[src/rtl/game_pkg.sv]
// Shared constants, FSM state type and tile-wrap helper for the board-game referee.
package game_pkg;

  localparam int unsigned N_TILES = 24;
  localparam int unsigned POS_W   = 5;
  localparam int unsigned IMG_W   = 4;
  localparam int unsigned MAX_P   = 4;

  // Legal player-count range; anything else falls back to N_MIN.
  localparam int unsigned N_MIN = 2;
  localparam int unsigned N_MAX = 4;

  typedef enum logic [2:0] {
    StIdle,
    StLookup,
    StCompare,
    StMoveHi,
    StMoveLo,
    StPass
  } state_e;

  // Explicit wrap so the loop never depends on POS_W overflow.
  function automatic logic [POS_W-1:0] next_tile(input logic [POS_W-1:0] p);
    return (p == POS_W'(N_TILES - 1)) ? '0 : p + 1'b1;
  endfunction

endpackage

[src/rtl/occ_check.sv]
// Flags whether a candidate tile is held by any other active player.
module occ_check
  import game_pkg::*;
(
  input  logic [POS_W-1:0]       target,
  input  logic [1:0]             cur,
  input  logic [2:0]             n_act,
  input  logic [MAX_P*POS_W-1:0] pos_bus,
  output logic                   occupied
);

  always_comb begin
    occupied = 1'b0;
    for (int i = 0; i < MAX_P; i++) begin
      if ((i < int'(n_act)) && (i != int'(cur)) &&
          (pos_bus[i*POS_W +: POS_W] == target)) begin
        occupied = 1'b1;
      end
    end
  end

endmodule

[src/rtl/turn_judge.sv]
// Referee FSM: matches a flipped card against the next free tile ahead of the current
// player, then either pulses that player's position counter or passes the turn.
module turn_judge
  import game_pkg::*;
(
  input  logic                   clk,
  input  logic                   rst,
  input  logic [3:0]             N,
  input  logic                   card_valid,
  input  logic [IMG_W-1:0]       card_img,
  input  logic [MAX_P*POS_W-1:0] pos_bus,
  output logic [POS_W-1:0]       tile_addr,
  input  logic [IMG_W-1:0]       tile_img,
  output logic [MAX_P-1:0]       p_da,
  output logic [1:0]             cur_player,
  output logic                   turn_over,
  output logic                   busy
);

  state_e           state_q;
  logic [IMG_W-1:0] card_q;
  logic [POS_W-1:0] target_q;
  logic [1:0]       hops_q;
  logic [2:0]       moves_q;
  logic [1:0]       cur_q;
  logic [2:0]       n_act_q;
  logic [MAX_P-1:0] p_da_q;
  logic             turn_over_q;
  logic             busy_q;

  logic             occupied;
  logic [POS_W-1:0] cur_pos;
  logic             hops_sat;
  logic [1:0]       cur_next;
  logic [MAX_P-1:0] cur_mask;

  occ_check u_occ_check (
    .target   (target_q),
    .cur      (cur_q),
    .n_act    (n_act_q),
    .pos_bus  (pos_bus),
    .occupied (occupied)
  );

  always_comb begin
    cur_pos = '0;
    for (int i = 0; i < MAX_P; i++) begin
      if (cur_q == 2'(i)) cur_pos = pos_bus[i*POS_W +: POS_W];
    end
  end

  assign hops_sat = ({1'b0, hops_q} == n_act_q - 3'd1);
  assign cur_next = ({1'b0, cur_q} == n_act_q - 3'd1) ? 2'd0 : cur_q + 2'd1;
  assign cur_mask = MAX_P'(1) << cur_q;

  always_ff @(posedge clk) begin
    if (rst) begin
      state_q     <= StIdle;
      card_q      <= '0;
      target_q    <= '0;
      hops_q      <= '0;
      moves_q     <= '0;
      cur_q       <= '0;
      p_da_q      <= '0;
      turn_over_q <= 1'b0;
      busy_q      <= 1'b0;
      n_act_q     <= (N >= 4'(N_MIN) && N <= 4'(N_MAX)) ? N[2:0] : 3'(N_MIN);
    end else begin
      p_da_q      <= '0;
      turn_over_q <= 1'b0;
      unique case (state_q)
        StIdle: begin
          if (card_valid) begin
            card_q   <= card_img;
            target_q <= next_tile(cur_pos);
            hops_q   <= '0;
            busy_q   <= 1'b1;
            state_q  <= StLookup;
          end
        end
        // target_q doubles as the ROM address, so the data lands in time for StCompare.
        StLookup: begin
          if (occupied && !hops_sat) begin
            target_q <= next_tile(target_q);
            hops_q   <= hops_q + 2'd1;
          end else begin
            state_q <= StCompare;
          end
        end
        StCompare: begin
          if (tile_img == card_q) begin
            moves_q <= {1'b0, hops_q} + 3'd1;
            p_da_q  <= cur_mask;
            state_q <= StMoveHi;
          end else begin
            turn_over_q <= 1'b1;
            state_q     <= StPass;
          end
        end
        StMoveHi: begin
          moves_q <= moves_q - 3'd1;
          state_q <= StMoveLo;
        end
        // Low gap lets the position counter settle before the next pulse or card.
        StMoveLo: begin
          if (moves_q != 3'd0) begin
            p_da_q  <= cur_mask;
            state_q <= StMoveHi;
          end else begin
            busy_q  <= 1'b0;
            state_q <= StIdle;
          end
        end
        StPass: begin
          cur_q   <= cur_next;
          busy_q  <= 1'b0;
          state_q <= StIdle;
        end
        default: state_q <= StIdle;
      endcase
    end
  end

  assign tile_addr  = target_q;
  assign p_da       = p_da_q;
  assign cur_player = cur_q;
  assign turn_over  = turn_over_q;
  assign busy       = busy_q;

endmodule
[config.mk]
export PLATFORM = sky130hd
export DESIGN_NAME = turn_judge
export DESIGN_NICKNAME = d
export VERILOG_FILES = /design/src/rtl/game_pkg.sv /design/src/rtl/occ_check.sv /design/src/rtl/turn_judge.sv
export SDC_FILE = /design/constraint.sdc
export NUM_CORES = 1
export LEC_CHECK = 0
export ABC_CLOCK_PERIOD_IN_PS = 7400
export CAP_MARGIN = 10
export CELL_PAD_IN_SITES_DETAIL_PLACEMENT = 0
export CELL_PAD_IN_SITES_GLOBAL_PLACEMENT = 1
export CORE_ASPECT_RATIO = 1.25
export CORE_MARGIN = 3
export CORE_UTILIZATION = 40
export DETAILED_ROUTE_END_ITERATION = 6
export PLACE_DENSITY = 0.95
export SKIP_CTS_REPAIR_TIMING = 1
export SYNTH_ARGS = -nofsm -noshare
export SYNTH_HDL_FRONTEND = slang
export SYNTH_SLANG_ARGS = --single-unit
[constraint.sdc]
create_clock -name clk -period 7.4 [get_ports clk]
set_clock_uncertainty 0.2 [all_clocks]
set_input_delay 1.85 -clock clk [delete_from_list [all_inputs] [get_ports clk]]
set_output_delay 1.85 -clock clk [all_outputs]
set_load 0.1 [all_outputs]
# After elaboration in Yosys (flattened, before gate mapping)
# Index checks and enable logic that the tools add are counted.
# word_totals
register_bits	28
inputBits	35
word_cells	105
# op_classes
addsub	7
magnitude_cmp	6
eq_ne	25
shift	1
n_mux	31
n_bitwise	1
n_reduce_logical	24
# op_table
cell	n
2-to-1 mux 5 bit	8
equality test 5 bit	4
one-hot mux 3 bit (5 select lines)	1
2-to-1 mux 3 bit	4
adder 5 x 1 -> 5 bit (second input constant)	2
equality test 5 bit (second input constant)	2
logical AND 1 bit	10
inequality test 2 bit (second input constant)	5
one-hot mux 5 bit (2 select lines)	1
2-to-1 mux 2 bit	4
2-to-1 mux 4 bit	2
one-hot mux 4 bit (2 select lines)	1
2-to-1 mux 1 bit	7
equality test 2 x 3 -> 1 bit	2
equality test 3 x 2 -> 1 bit (second input constant)	2
equality test 3 bit (second input constant)	2
< comparator 1 x 3 -> 1 bit (first input constant)	2
< comparator 2 x 3 -> 1 bit (first input constant)	2
one-hot mux 3 bit (2 select lines)	1
AND reduction 2 bit	3
AND reduction 3 bit	2
nonzero test 2 bit	3
nonzero test 3 bit	2
subtractor 3 x 1 -> 3 bit (second input constant)	2
18 further kinds	21

# Depth between registers and ports, before layout
# logic_depth
depth_word	10
mapped_depth	10
ltp_nobuf	10

# Modules after synthesis
# A second synthesis with hierarchy kept.
# unflattened
hier_cells	225
area_unflattened_um2	2005.7
# modules_own_cells
module	n_inst	cells_each	area_per_inst_um2	seq_area_each_um2
turn_judge	1	192	1727.9	590.6
occ_check	1	33	277.8	0.0

# Worst setup path after synthesis
# Ideal clock, no wire load.
# synth_timing
path_kind	input to register
start	in pos_bus[11]
end	reg target_q[3] (netlist: tile_addr[3])
setup_ps	58
t_arrival_ps	3336
setup_slack_ps	3806
cell_stages	8
cell_sequence	or3b_1 -> o21ai_0 -> a31oi_1 -> ha_1 -> nor3b_1 -> nand4b_1 -> a311oi_1 -> mux2_4
# synth_via
elab_chain_cells	7
elab_cells_between_ends	14
# synth_lines
item	line	source
start, declared	turn_judge.sv:11	input logic [MAX_P*POS_W-1:0] pos_bus,
parallel branches: the longest is 7 deep, another holds adder 5 x 1 -> 5 bit	-	
end signal, assigned	turn_judge.sv:75	target_q <= next_tile(cur_pos);
end signal, assigned	turn_judge.sv:84	target_q <= next_tile(target_q);
end, declared	turn_judge.sv:22	logic [POS_W-1:0] target_q;
# Several ways; the timed one is not identified. The select of a mux whose other input is x is not followed.
# A chain may end at the register's enable or synchronous reset.

# Final worst setup path
# layout_timing
start	reg target_q[0] (netlist: tile_addr[0])
end	out tile_addr[0]
# layout_lines
item	line	source
end, declared	turn_judge.sv:12	output logic [POS_W-1:0] tile_addr,
# No word-level cell between the ends.

==> flow_summary.ini <==
[global_routing]
grt_pass1_vias = 1745
antenna_found_initial = 0
track_usage_pct = 16.9
grt_max_degree = 31
grt.overflow.total = 0
grt_pass1_wl_um = 8260

[sta]
setup-tns-final_ns = 0
slew_violations = 0
whs_ns = 0.270
setup_viol = 0
fin_crit_sh_pct = 56.4
slew_headroom_pct = 27.8
rsz0062_at_grt = false
hold_violations = 0
clock.fmax_mhz = 239
worstMarginPinSlew_ns = 1.08
fin_crit_ns = 4.18

[status]
outcome = finished clean

[power_and_ir_drop]
power_frac_clock_pct = 25.0
power.internal_uw = 287
sw_frac_of_total_pct = 35.8
p_leak_uw = 0.00103
p_total_uw = 447
p_comb_share_pct = 33.8
power.switching_uw = 160
seqPwrFrac_pct = 41.2
ir_worst_vdd_mv = 0.0924
p_per_area_mw_per_mm2 = 171

[place]
dpl.cell_count = 337
gp_congestion = 0.822
placed_area_mm2 = 0.00255
hpwl_um = 3810
io_buffers = 47

[setup_path]
critical_path.top_delay_family = buffers and inverters
r2r_setup_slack_ns = 4.49
crit_required_ns = 5.35
max_stage_delay_ns = 1.22
critical_path_buf_inv_count = 1
end_kind = primary output
worstPathCellList = clkdlybuf4s50_1
rr_startpoint = cur_player[1]$_SDFFE_PP0N_
critPathMaxFanout = 9
critPathLaunchType = flop
critical_path_class = flop to primary output
crit_start = tile_addr[0]$_SDFFE_PP0P_
crit_slowest_cell = clkdlybuf4s50_1
worstPathArrival_ns = 2.13

[synth]
synth_top_area_share_pct = 23.8
synth_flop_cell = dfxtp_1
yosysTopAreaCell = dfxtp_1
syn_avg_cell_area_um2 = 8.66
yosysSeqAreaShare_pct = 28.1
yosys_warnings = 0
syn-cell-area_mm2 = 0.00210
synth_seq_cells = 28
syn_inst = 243
synthTopCellsByArea = dfxtp_1, xor2_1, ha_1, nand2_1, edfxtp_1
synth_edf_count = 3
synth_cell_type_count = 58
async_flop_share_pct = 0
syn_nets = 289

[routing]
viasPerCell = 5.37
drt_iter0_drc = 93
dr_total_vias = 1830
totalWireLength_um = 4960
ant_nets = 0
wl_per_cell_um = 14.6
drc_errors = 0
dr.pass1.iters = 4

[layout]
layout.cells.non_filler = 341
drive_gt1_share_pct = 6.41
syn_to_final_growth_pct = 24.2
multi_input_area_mm2 = 0.00136
fill_cells = 456
diodes = 0
nets = 328
fin_area_mm2 = 0.00261
area.sequential_um2 = 591

[floorplanning]
core_mm2 = 0.00490
num_rows = 28
die_w_um = 70.9
die_h_um = 87.1
start_util_pct = 42.9
ioPinCount = 48
die-area_mm2 = 0.00617

[clock_network]
cts_tree = built
cts.sinks = 28
path_clk_slew_ns = 0.10
cts_buffers = 3
ctsHtreeMaxLevel = 1
cts_root_buf = clkbuf_8
clockBufferDepth = 2
clk_latency_ns = 0.29

[run]
maxCapViolations = 0

[worst_hold_path]
hp-class = flop to flop
worstHoldStart = card_q[1]$_SDFFE_PP0P_
==> final cells by class <==
type                            instances  share of cell area, %
Multi-Input combinational cell        189                   52.1
Tap cell                               60                   2.87
Timing Repair Buffer                   47                   18.0
Clock buffer                            4                   2.54
Inverter                               13                   1.87
Sequential cell                        28                   22.6
==> worst paths after layout <==
check,endpoint,cells past startpoint
min reg2reg,card_q[1]$_SDFFE_PP0P_,2
min,card_q[1]$_SDFFE_PP0P_,2
max,tile_addr[0],1
max reg2reg,tile_addr[3]$_SDFFE_PP0P_,9
==> cell usage in the layout, fill, tap and decap left out, types with 3 or more instances in the layout <==
| cell type | count |
|---|---|
| and2_1 | 6 |
| inv_1 | 13 |
| nand2b_1 | 5 |
| ha_1 | 11 |
| mux2i_1 | 4 |
| nor3b_1 | 3 |
| o21ai_0 | 3 |
| nor3_1 | 10 |
| nor2_1 | 8 |
| edfxtp_1 | 3 |
| clkbuf_8 | 3 |
| nand2_1 | 29 |
| a21oi_1 | 12 |
| xor2_1 | 22 |
| nor4_1 | 3 |
| nand3b_1 | 3 |
| o22ai_1 | 4 |
| dfxtp_1 | 25 |
| nand4_1 | 4 |
| a211oi_1 | 5 |
| a31oi_1 | 6 |
| xnor2_1 | 8 |
| mux2_4 | 3 |
| nor2b_1 | 5 |
| clkdlybuf4s50_1 | 47 |
==> per-layer routing <==
layer,wire (µm),track usage [%]
met5,0,0
met4,106,7.35
met3,138,2.42
met2,2510,29.2
met1,2210,20.8
==> registers in the layout, indices dropped and copies added, names as in the netlist <==
signal / count
busy: 1
card_q: 4
cur_player: 2
hops_q: 2
moves_q: 3
n_act_q: 3
p_da: 4
state_q: 3
tile_addr: 5
turn_over: 1
==> synth_stat cells, types with 6 or more instances <==
library cell   n
nand2_1       29
dfxtp_1       25
xor2_1        22
inv_1         13
a21oi_1       12
ha_1          11
nor3_1        10
nor2_1         8
xnor2_1        8
a31oi_1        6
and2_1         6
buf_6          6
==> power groups by stage <==
stage	logic, µW	registers, µW	clock network [µW]
after detailed placement	151	188	0
after CTS	152	184	116
after global placement	150	187	0
after global routing	163	187	122
final	151	184	112
after floorplan	92.5	208	0
==> logic make-up (layout without fill, tap and decap cells) <==
| logic type | count (synthesis) | count (layout) | synth area share [%] |
|---|---|---|---|
| buffers and inverters | 26 | 64 | 7.20 |
| XOR/XNOR | 30 | 30 | 12.5 |
| multiplexers | 7 | 7 | 4.05 |
| adder cells (fa/ha/maj) | 11 | 11 | 6.54 |
| AO/OA/AOI/OAI | 51 | 51 | 18.3 |
| AND/OR/NAND/NOR | 90 | 90 | 23.4 |
| flip-flops | 28 | 28 | 28.1 |
==> stage by stage <==
step	worst slack (ns)	util [%]
4_1_cts	3.22	53.3
3_3_place_gp	3.23	51.9
3_5_place_dp	3.18	51.9
6_report	3.22	53.3
5_1_grt	3.17	53.3
2_1_floorplan	3.81	-
(Power assumes the default switching activity.)
